$ cat src/rtl/alu_pkg.sv
// Shared definitions for the sequential ALU: operation codes and FSM state encoding.
package alu_pkg;

   typedef enum logic [2:0] {
      OP_ADD = 3'b000,
      OP_SUB = 3'b001,
      OP_ADC = 3'b010,
      OP_SBC = 3'b011,
      OP_AND = 3'b100,
      OP_OR  = 3'b101,
      OP_XOR = 3'b110,
      OP_MUL = 3'b111
   } op_e;

   typedef enum logic {
      ST_IDLE = 1'b0,
      ST_MUL  = 1'b1
   } state_e;

endpackage

$ cat src/rtl/alu_seq_if.sv
// Request/response bundle between the processor control FSM (master) and the ALU (slave).
interface alu_seq_if #(parameter int WIDTH = 8) ();

   logic             start;
   logic [2:0]       op;
   logic [WIDTH-1:0] first;
   logic [WIDTH-1:0] second;
   logic             busy;
   logic             done;
   logic [WIDTH-1:0] result;
   logic [WIDTH-1:0] result_hi;
   logic             z;
   logic             s;
   logic             v;
   logic             c;

   modport master (
      output start, op, first, second,
      input  busy, done, result, result_hi, z, s, v, c
   );

   modport slave (
      input  start, op, first, second,
      output busy, done, result, result_hi, z, s, v, c
   );

endinterface

$ cat src/rtl/alu_seq_mul_shift_add.sv
// Unsigned WIDTH x WIDTH shift-add multiplier, one partial product per cycle.
// product_o shows the accumulator after the step taken this cycle, so on the
// cycle last_o is high it already holds the complete product.
module mul_shift_add #(
   parameter int WIDTH = 8
) (
   input  logic                 clk,
   input  logic                 rst,
   input  logic                 load_i,
   input  logic [WIDTH-1:0]     a_i,
   input  logic [WIDTH-1:0]     b_i,
   output logic [2*WIDTH-1:0]   product_o,
   output logic                 last_o
);

   localparam int CW = $clog2(WIDTH + 1);

   logic [2*WIDTH-1:0] acc_q, acc_d;
   logic [2*WIDTH-1:0] mcand_q, mcand_d;
   logic [WIDTH-1:0]   mplier_q, mplier_d;
   logic [CW-1:0]      cnt_q, cnt_d;
   logic               active_q, active_d;
   logic [2*WIDTH-1:0] acc_step;

   // Accumulator value after conditionally adding the shifted multiplicand.
   always_comb begin
      acc_step = mplier_q[0] ? (acc_q + mcand_q) : acc_q;
   end

   // Load operands, then step once per cycle while the down-counter runs out.
   always_comb begin
      acc_d    = acc_q;
      mcand_d  = mcand_q;
      mplier_d = mplier_q;
      cnt_d    = cnt_q;
      active_d = active_q;
      if (load_i) begin
         acc_d    = '0;
         mcand_d  = {{WIDTH{1'b0}}, a_i};
         mplier_d = b_i;
         cnt_d    = CW'(WIDTH);
         active_d = 1'b1;
      end else if (active_q) begin
         acc_d    = acc_step;
         mcand_d  = mcand_q << 1;
         mplier_d = mplier_q >> 1;
         cnt_d    = cnt_q - CW'(1);
         if (cnt_q == CW'(1)) begin
            active_d = 1'b0;
         end
      end
   end

   // Multiplier state registers; reset abandons any product in progress.
   always_ff @(posedge clk) begin
      if (rst) begin
         acc_q    <= '0;
         mcand_q  <= '0;
         mplier_q <= '0;
         cnt_q    <= '0;
         active_q <= 1'b0;
      end else begin
         acc_q    <= acc_d;
         mcand_q  <= mcand_d;
         mplier_q <= mplier_d;
         cnt_q    <= cnt_d;
         active_q <= active_d;
      end
   end

   assign product_o = acc_step;
   assign last_o    = active_q && (cnt_q == CW'(1));

endmodule

$ cat src/rtl/alu_seq.sv
// Registered ALU with carry-chained add/sub, bitwise ops and an optional
// iterative signed multiply. Results and flags only change on completion.
//
//   state    | meaning
//   ---------+-----------------------------------------------------------
//   ST_IDLE  | waiting for start; single-cycle ops complete here
//   ST_MUL   | iterative multiply running, busy=1, start ignored
module alu_seq
   import alu_pkg::*;
#(
   parameter int WIDTH  = 8,
   parameter int MUL_EN = 1
) (
   input  logic      clk,
   input  logic      rst,
   alu_seq_if.slave  bus
);

   logic [WIDTH-1:0]   a, b;
   op_e                op;

   state_e             state_q, state_d;
   logic               done_q, done_d;
   logic [WIDTH-1:0]   result_q, result_d;
   logic [WIDTH-1:0]   result_hi_q, result_hi_d;
   logic               z_q, z_d;
   logic               s_q, s_d;
   logic               v_q, v_d;
   logic               c_q, c_d;
   logic               neg_q, neg_d;

   logic               cin;
   logic [WIDTH:0]     add_ext;
   logic [WIDTH:0]     sub_ext;
   logic [WIDTH-1:0]   abs_a, abs_b;
   logic [2*WIDTH-1:0] prod_s;
   logic               mul_load;
   logic [2*WIDTH-1:0] mul_prod;
   logic               mul_last;

   assign a  = bus.first;
   assign b  = bus.second;
   assign op = op_e'(bus.op);

   // Magnitudes feed the unsigned multiplier; the most negative value maps to 2^(WIDTH-1).
   assign abs_a = a[WIDTH-1] ? (~a + WIDTH'(1)) : a;
   assign abs_b = b[WIDTH-1] ? (~b + WIDTH'(1)) : b;

   generate
      if (MUL_EN != 0) begin : g_mul
         mul_shift_add #(.WIDTH(WIDTH)) u_mul (
            .clk       (clk),
            .rst       (rst),
            .load_i    (mul_load),
            .a_i       (abs_a),
            .b_i       (abs_b),
            .product_o (mul_prod),
            .last_o    (mul_last)
         );
      end else begin : g_no_mul
         assign mul_prod = '0;
         assign mul_last = 1'b0;
      end
   endgenerate

   // State register plus all registered outputs.
   always_ff @(posedge clk) begin
      if (rst) begin
         state_q     <= ST_IDLE;
         done_q      <= 1'b0;
         result_q    <= '0;
         result_hi_q <= '0;
         z_q         <= 1'b0;
         s_q         <= 1'b0;
         v_q         <= 1'b0;
         c_q         <= 1'b0;
         neg_q       <= 1'b0;
      end else begin
         state_q     <= state_d;
         done_q      <= done_d;
         result_q    <= result_d;
         result_hi_q <= result_hi_d;
         z_q         <= z_d;
         s_q         <= s_d;
         v_q         <= v_d;
         c_q         <= c_d;
         neg_q       <= neg_d;
      end
   end

   // Next state: only an accepted MUL leaves IDLE; the multiplier's last step returns.
   always_comb begin
      state_d = state_q;
      unique case (state_q)
         ST_IDLE: begin
            if (bus.start && (op == OP_MUL) && (MUL_EN != 0)) begin
               state_d = ST_MUL;
            end
         end
         ST_MUL: begin
            if (mul_last) begin
               state_d = ST_IDLE;
            end
         end
         default: state_d = ST_IDLE;
      endcase
   end

   // Datapath and flag updates; everything holds unless an op completes.
   always_comb begin
      result_d    = result_q;
      result_hi_d = result_hi_q;
      z_d         = z_q;
      s_d         = s_q;
      v_d         = v_q;
      c_d         = c_q;
      neg_d       = neg_q;
      done_d      = 1'b0;
      mul_load    = 1'b0;

      cin     = c_q & ((op == OP_ADC) || (op == OP_SBC));
      add_ext = {1'b0, a} + {1'b0, b} + {{WIDTH{1'b0}}, cin};
      sub_ext = {1'b0, a} - {1'b0, b} - {{WIDTH{1'b0}}, cin};
      prod_s  = neg_q ? (~mul_prod + (2*WIDTH)'(1)) : mul_prod;

      unique case (state_q)
         ST_IDLE: begin
            if (bus.start) begin
               done_d      = 1'b1;
               result_hi_d = '0;
               unique case (op)
                  OP_ADD, OP_ADC: begin
                     result_d = add_ext[WIDTH-1:0];
                     c_d      = add_ext[WIDTH];
                     v_d      = (a[WIDTH-1] == b[WIDTH-1]) && (add_ext[WIDTH-1] != a[WIDTH-1]);
                  end
                  OP_SUB, OP_SBC: begin
                     result_d = sub_ext[WIDTH-1:0];
                     c_d      = sub_ext[WIDTH];
                     v_d      = (a[WIDTH-1] != b[WIDTH-1]) && (sub_ext[WIDTH-1] != a[WIDTH-1]);
                  end
                  OP_AND: begin
                     result_d = a & b;
                     v_d      = 1'b0;
                  end
                  OP_OR: begin
                     result_d = a | b;
                     v_d      = 1'b0;
                  end
                  OP_XOR: begin
                     result_d = a ^ b;
                     v_d      = 1'b0;
                  end
                  OP_MUL: begin
                     if (MUL_EN != 0) begin
                        done_d      = 1'b0;
                        result_hi_d = result_hi_q;
                        mul_load    = 1'b1;
                        neg_d       = a[WIDTH-1] ^ b[WIDTH-1];
                     end else begin
                        result_d = '0;
                        v_d      = 1'b0;
                     end
                  end
                  default: ;
               endcase
            end
         end
         ST_MUL: begin
            if (mul_last) begin
               done_d      = 1'b1;
               result_d    = prod_s[WIDTH-1:0];
               result_hi_d = prod_s[2*WIDTH-1:WIDTH];
               // Fits in WIDTH signed bits only if the upper WIDTH+1 bits are a pure sign extension.
               v_d         = ~((&prod_s[2*WIDTH-1:WIDTH-1]) | ~(|prod_s[2*WIDTH-1:WIDTH-1]));
            end
         end
         default: ;
      endcase

      if (done_d) begin
         z_d = ~(|result_d);
         s_d = result_d[WIDTH-1];
      end
   end

   assign bus.busy      = (state_q == ST_MUL);
   assign bus.done      = done_q;
   assign bus.result    = result_q;
   assign bus.result_hi = result_hi_q;
   assign bus.z         = z_q;
   assign bus.s         = s_q;
   assign bus.v         = v_q;
   assign bus.c         = c_q;

endmodule

$ cat src/flat_wrapper.sv
// flat-port wrapper written by rule: the top's interface ports become plain ports
module alu_seq_flat import alu_pkg::*;
#(
   parameter int WIDTH  = 8,
   parameter int MUL_EN = 1
)
  (clk, rst, bus_start, bus_op, bus_first, bus_second, bus_busy, bus_done, bus_result, bus_result_hi, bus_z, bus_s, bus_v, bus_c);
  alu_seq_if #(.WIDTH(WIDTH)) bus_i ();
  input  logic clk;
  input  logic rst;
  input wire logic [$bits(bus_i.start)-1:0] bus_start;
  input wire logic [$bits(bus_i.op)-1:0] bus_op;
  input wire logic [$bits(bus_i.first)-1:0] bus_first;
  input wire logic [$bits(bus_i.second)-1:0] bus_second;
  output wire logic [$bits(bus_i.busy)-1:0] bus_busy;
  output wire logic [$bits(bus_i.done)-1:0] bus_done;
  output wire logic [$bits(bus_i.result)-1:0] bus_result;
  output wire logic [$bits(bus_i.result_hi)-1:0] bus_result_hi;
  output wire logic [$bits(bus_i.z)-1:0] bus_z;
  output wire logic [$bits(bus_i.s)-1:0] bus_s;
  output wire logic [$bits(bus_i.v)-1:0] bus_v;
  output wire logic [$bits(bus_i.c)-1:0] bus_c;
  assign bus_i.start = bus_start;
  assign bus_i.op = bus_op;
  assign bus_i.first = bus_first;
  assign bus_i.second = bus_second;
  assign bus_busy = bus_i.busy;
  assign bus_done = bus_i.done;
  assign bus_result = bus_i.result;
  assign bus_result_hi = bus_i.result_hi;
  assign bus_z = bus_i.z;
  assign bus_s = bus_i.s;
  assign bus_v = bus_i.v;
  assign bus_c = bus_i.c;
  alu_seq #(.WIDTH(WIDTH), .MUL_EN(MUL_EN)) u_core (.clk(clk), .rst(rst), .bus(bus_i));
endmodule
$ cat config.mk
export PLATFORM = sky130hd
export DESIGN_NAME = alu_seq_flat
export DESIGN_NICKNAME = d
export VERILOG_FILES = /design/src/rtl/alu_pkg.sv /design/src/rtl/alu_seq_if.sv /design/src/rtl/alu_seq_mul_shift_add.sv /design/src/rtl/alu_seq.sv /design/src/flat_wrapper.sv
export SDC_FILE = /design/constraint.sdc
export NUM_CORES = 1
export LEC_CHECK = 0
export CAP_MARGIN = 20
export CORE_MARGIN = 1
export CORE_UTILIZATION = 25
export CTS_CLUSTER_SIZE = 40
export DETAILED_ROUTE_END_ITERATION = 8
export PLACE_DENSITY = 0.46
export REMOVE_ABC_BUFFERS = 1
export SYNTH_ARGS = -nofsm -noshare
export SYNTH_HDL_FRONTEND = slang
export SYNTH_SLANG_ARGS = --single-unit
$ cat constraint.sdc
create_clock -name clk -period 10.8 [get_ports clk]
set_clock_uncertainty 0.15 [all_clocks]
set_input_delay 2.16 -clock clk [delete_from_list [all_inputs] [get_ports clk]]
set_output_delay 2.16 -clock clk [all_outputs]
set_load 0.02 [all_outputs]
==> flow_metrics.tcl <==
set metrics [dict create \
    path_class "input port to flip-flop" \
    synth_cells 696 \
    nFillCells 2404 \
    yosys-top-cells-area "dfxtp_1 (24%), ha_1 (11%), mux2i_1 (6.4%)" \
    dp_slack_ns 4.269 \
    grt-ovfl-total 0 \
    hold_path_startpoint "u_core.bus.result[2]" \
    cp-start-kind "input port" \
    rsz0062_at_grt "no" \
    yosys.area.top_type "dfxtp_1" \
    switching_power_w 0.0002238 \
    grtUsageTotal 0.1473 \
    hold_viol 0 \
    max_slew_margin 0.3160 \
    ys_seq_elements 68 \
    yosysSeqAreaShare 0.2403 \
    tritoncts "yes" \
    vias 5095 \
    worstMarginPinSlew_ns 1.023 \
    p_int_w 0.0005159 \
    initial_utilization 0.2572 \
    crit_top_cell "o21a_1" \
    antenna_cells 0 \
    clock_sinks 68 \
    r2r_slack_ns 6.49 \
    ys_async_sr_fraction 0 \
    power.density_nw_per_um2 111.4 \
    critPathSlowestCell "clkdlybuf4s50_1" \
    postCtsHoldBufs 0 \
    layout_setup_ws_ns 4.590 \
    hold_class "flip-flop to flip-flop" \
    areaGrowthSynthToFinish_pct 17.25 \
    cts_setup_buffers 0 \
    ys_warn_count 0 \
    netlist_area_um2 5665 \
    io_pins 44 \
    rr_endpoint "u_core.bus.v" \
    crit_path_max_fanout 18 \
    synth_ff_type "dfxtp_1" \
    rows 54 \
    setup_viol 0 \
    status "finished clean" \
    drtPass1Iterations 6 \
    vdd_drop_max_v 0.00006287 \
    numCtsBuffers 9 \
    wl_per_cell_um 16.60 \
    final-max-slew-violation-count 0 \
    ant_nets 0 \
    clockBufferDepth 2 \
    drt_wl_total_mm 16.66 \
    rr_worst_depth 13 \
    fin_crit_ns 6.210 \
    fin_area_um2 6643 \
    cts_root_buf "clkbuf_16" \
    max_cap_violations 0 \
    fin_nets 796 \
    grt_pass1_wl_mm 26.99 \
    die_w_um 152.5 \
    crit_path_max_incr_delay_ns 0.77 \
    place_area_um2 6350 \
    p_leak_nw 2.551 \
    synth.top_cell.area_share 0.2403 \
    crit_arrival_ns 6.34 \
    reg2reg_from "u_core.g_mul.u_mul.mcand_q[0]" \
    core_um2 22030 \
    comb_power_share 0.233 \
    drc_errors 0 \
    gp_congestion 0.8350 \
    ys_types 80 \
    crit_required_ns 10.93 \
    grt_max_degree 56 \
    crit_path_end_kind "flip-flop" \
    drive_above_1_share 0.06906 \
    startpoint "bus_op[1]" \
    fin_crit_sh 0.5750 \
    seq_power_share 0.366 \
    p_clk_frac 0.401 \
    syn_area_per_cell_um2 8.140 \
    clock_latency_ns 0.34 \
    drt_iter0_markers 248 \
    fmax_mhz 161.0 \
    dieArea_um2 23270 \
    crit_family "compound AO/OA/AOI/OAI gates" \
    crit_end "u_core.bus.z" \
    clk_pin_slew_ns 0.06 \
    ctsHtreeMaxLevel 3 \
    first_global_vias 4990 \
    switching_share 0.3026 \
    cts_resized 0 \
    worstPathCellList "clkdlybuf4s50_1 > nand3_1 > inv_1 > fa_1 > inv_1 > ha_1 > o21a_1 > o31a_1 > o21a_1 > o21a_1 > or3_1 > a311o_1 > o311ai_0 > mux2i_1 > nor4_1 > a22o_1" \
    synth_edf_count 0 \
    io_buffers 43 \
    crit_cells 16 \
    antenna_found_initial 0 \
    hpwlAfterDp_mm 12.71 \
    finalSetupTns_ns 0 \
    post_drt_via_cell_ratio 5.075 \
    path_buf_inv 3 \
    die_y_um 152.5 \
]
==> stage by stage <==
step	std cells	util	total power (W)	hold slack (ns)
floorplan	660	-	0.0003839	0.3077
global placement	989	0.2883	0.0004491	0.2992
detailed placement	989	0.2883	0.0004488	0.3030
CTS	1004	0.3016	0.0007507	0.3113
global route	1004	0.3016	0.0007781	0.3307
finish	1004	0.3016	0.0007397	0.3063
==> power groups by stage <==
stage / registers (W) / clock network (W) / logic (W)
finish: 0.000270 / 0.000297 / 0.000173
global route: 0.000272 / 0.000314 / 0.000192
CTS: 0.000270 / 0.000307 / 0.000174
detailed placement: 0.000276 / 0 / 0.000173
global placement: 0.000276 / 0 / 0.000173
floorplan: 0.000280 / 0 / 0.000104
==> how the worst min path moves through the flow <==
| stage | to | depth (start not counted) |
|---|---|---|
| after global routing | u_core.bus.result[2] | 2 |
| after detailed placement | u_core.bus.result[2] | 2 |
| after global placement | u_core.bus.result[2] | 2 |
| after CTS | u_core.bus.result[2] | 2 |
| final | u_core.bus.result[2] | 2 |
| after floorplan | u_core.g_mul.u_mul.mplier_q[7] | 2 |
==> cell usage in the layout (no fill, tap or decap), drive strengths merged, types with 4 or more instances in the layout <==
master,count
mux2i,37
o211ai,11
nor2,77
a311oi,4
a21oi,38
nor4,5
or3,4
a211oi,34
a31oi,5
clkbuf,11
xor2,13
inv,40
o21a,5
xnor2,28
mux2,6
nand4,4
o21ai,28
and2,7
nand2b,8
clkdlybuf4s50,43
ha,50
and3,5
dfxtp,68
nand3,18
a22oi,13
buf,6
a21o,11
nor3,12
fa,4
nand2,49
o31ai,5
==> cell usage after synthesis (5+ instances only) <==
master    number
a31oi_1        5
a211oi_1      32
nand3_1       16
nor3_1        11
xor2_1        13
a21o_1        10
dfxtp_1       68
xnor2_1       28
o21ai_0       24
and2_1         7
clkbuf_1      32
o21a_1         5
o31ai_1        5
inv_1         39
a22oi_1       13
o211ai_1      10
mux2i_1       36
nand2b_1       8
a21oi_1       38
nand2_1       49
nor2_1        77
and3_1         5
mux2_2         6
ha_1          50
==> layer usage <==
layer / track usage / vias up / share of wire
met5: 0 / - / 0
li1: - / 2592 / -
met2: 0.2409 / 106 / 0.45
met3: 0.02361 / 20 / 0.034
met1: 0.1964 / 2377 / 0.49
met4: 0.05002 / 0 / 0.018
==> worst register-to-register path, stage by stage, from the launching register on <==
cell	delay (ns)
dfxtp_1	0.36
ha_1	0.24
fa_1	0.43
mux2i_1	0.35
ha_1	0.24
inv_1	0.04
or4b_1	0.57
nand4bb_1	0.24
or4_1	0.47
o21ai_1	0.17
xor2_1	0.12
or4_1	0.57
nor4_2	0.16
o21ai_1	0.08
==> state kept, by name, indices dropped and copies added, names as in the netlist <==
register                     cells
u_core.g_mul.u_mul.acc_q        16
u_core.g_mul.u_mul.mcand_q      16
u_core.bus.result                8
u_core.bus.result_hi             8
u_core.g_mul.u_mul.mplier_q      8
u_core.g_mul.u_mul.cnt_q         4
u_core.bus.busy                  1
u_core.bus.c                     1
u_core.bus.done                  1
u_core.bus.s                     1
u_core.bus.v                     1
u_core.bus.z                     1
u_core.g_mul.u_mul.active_q      1
u_core.neg_q                     1
==> kinds of logic (layout without fill, tap and decap cells) <==
group	count (synthesis)	in the layout	synth area share
AOI/OAI and AO/OA	198	198	0.2491
buffers and inverters	76	104	0.05168
muxes	44	44	0.08193
adders and majority gates	54	54	0.1246
DFF	68	68	0.2403
and+or+nand+nor	215	215	0.1890
xor gates and xnor gates	41	41	0.06338
==> area by class of cell <==
cell class	count	area (µm²)	share of cell area
Clock buffer	11	242.7	0.03654
Multi-Input combinational cell	552	4011	0.6039
Tap cell	280	350.3	0.05274
Sequential cell	68	1363	0.2051
Inverter	40	150.1	0.02260
Timing Repair Buffer	49	475.5	0.07158
Clock inverter	4	50.05	0.007534
Power figures use the tool's default switching activity.
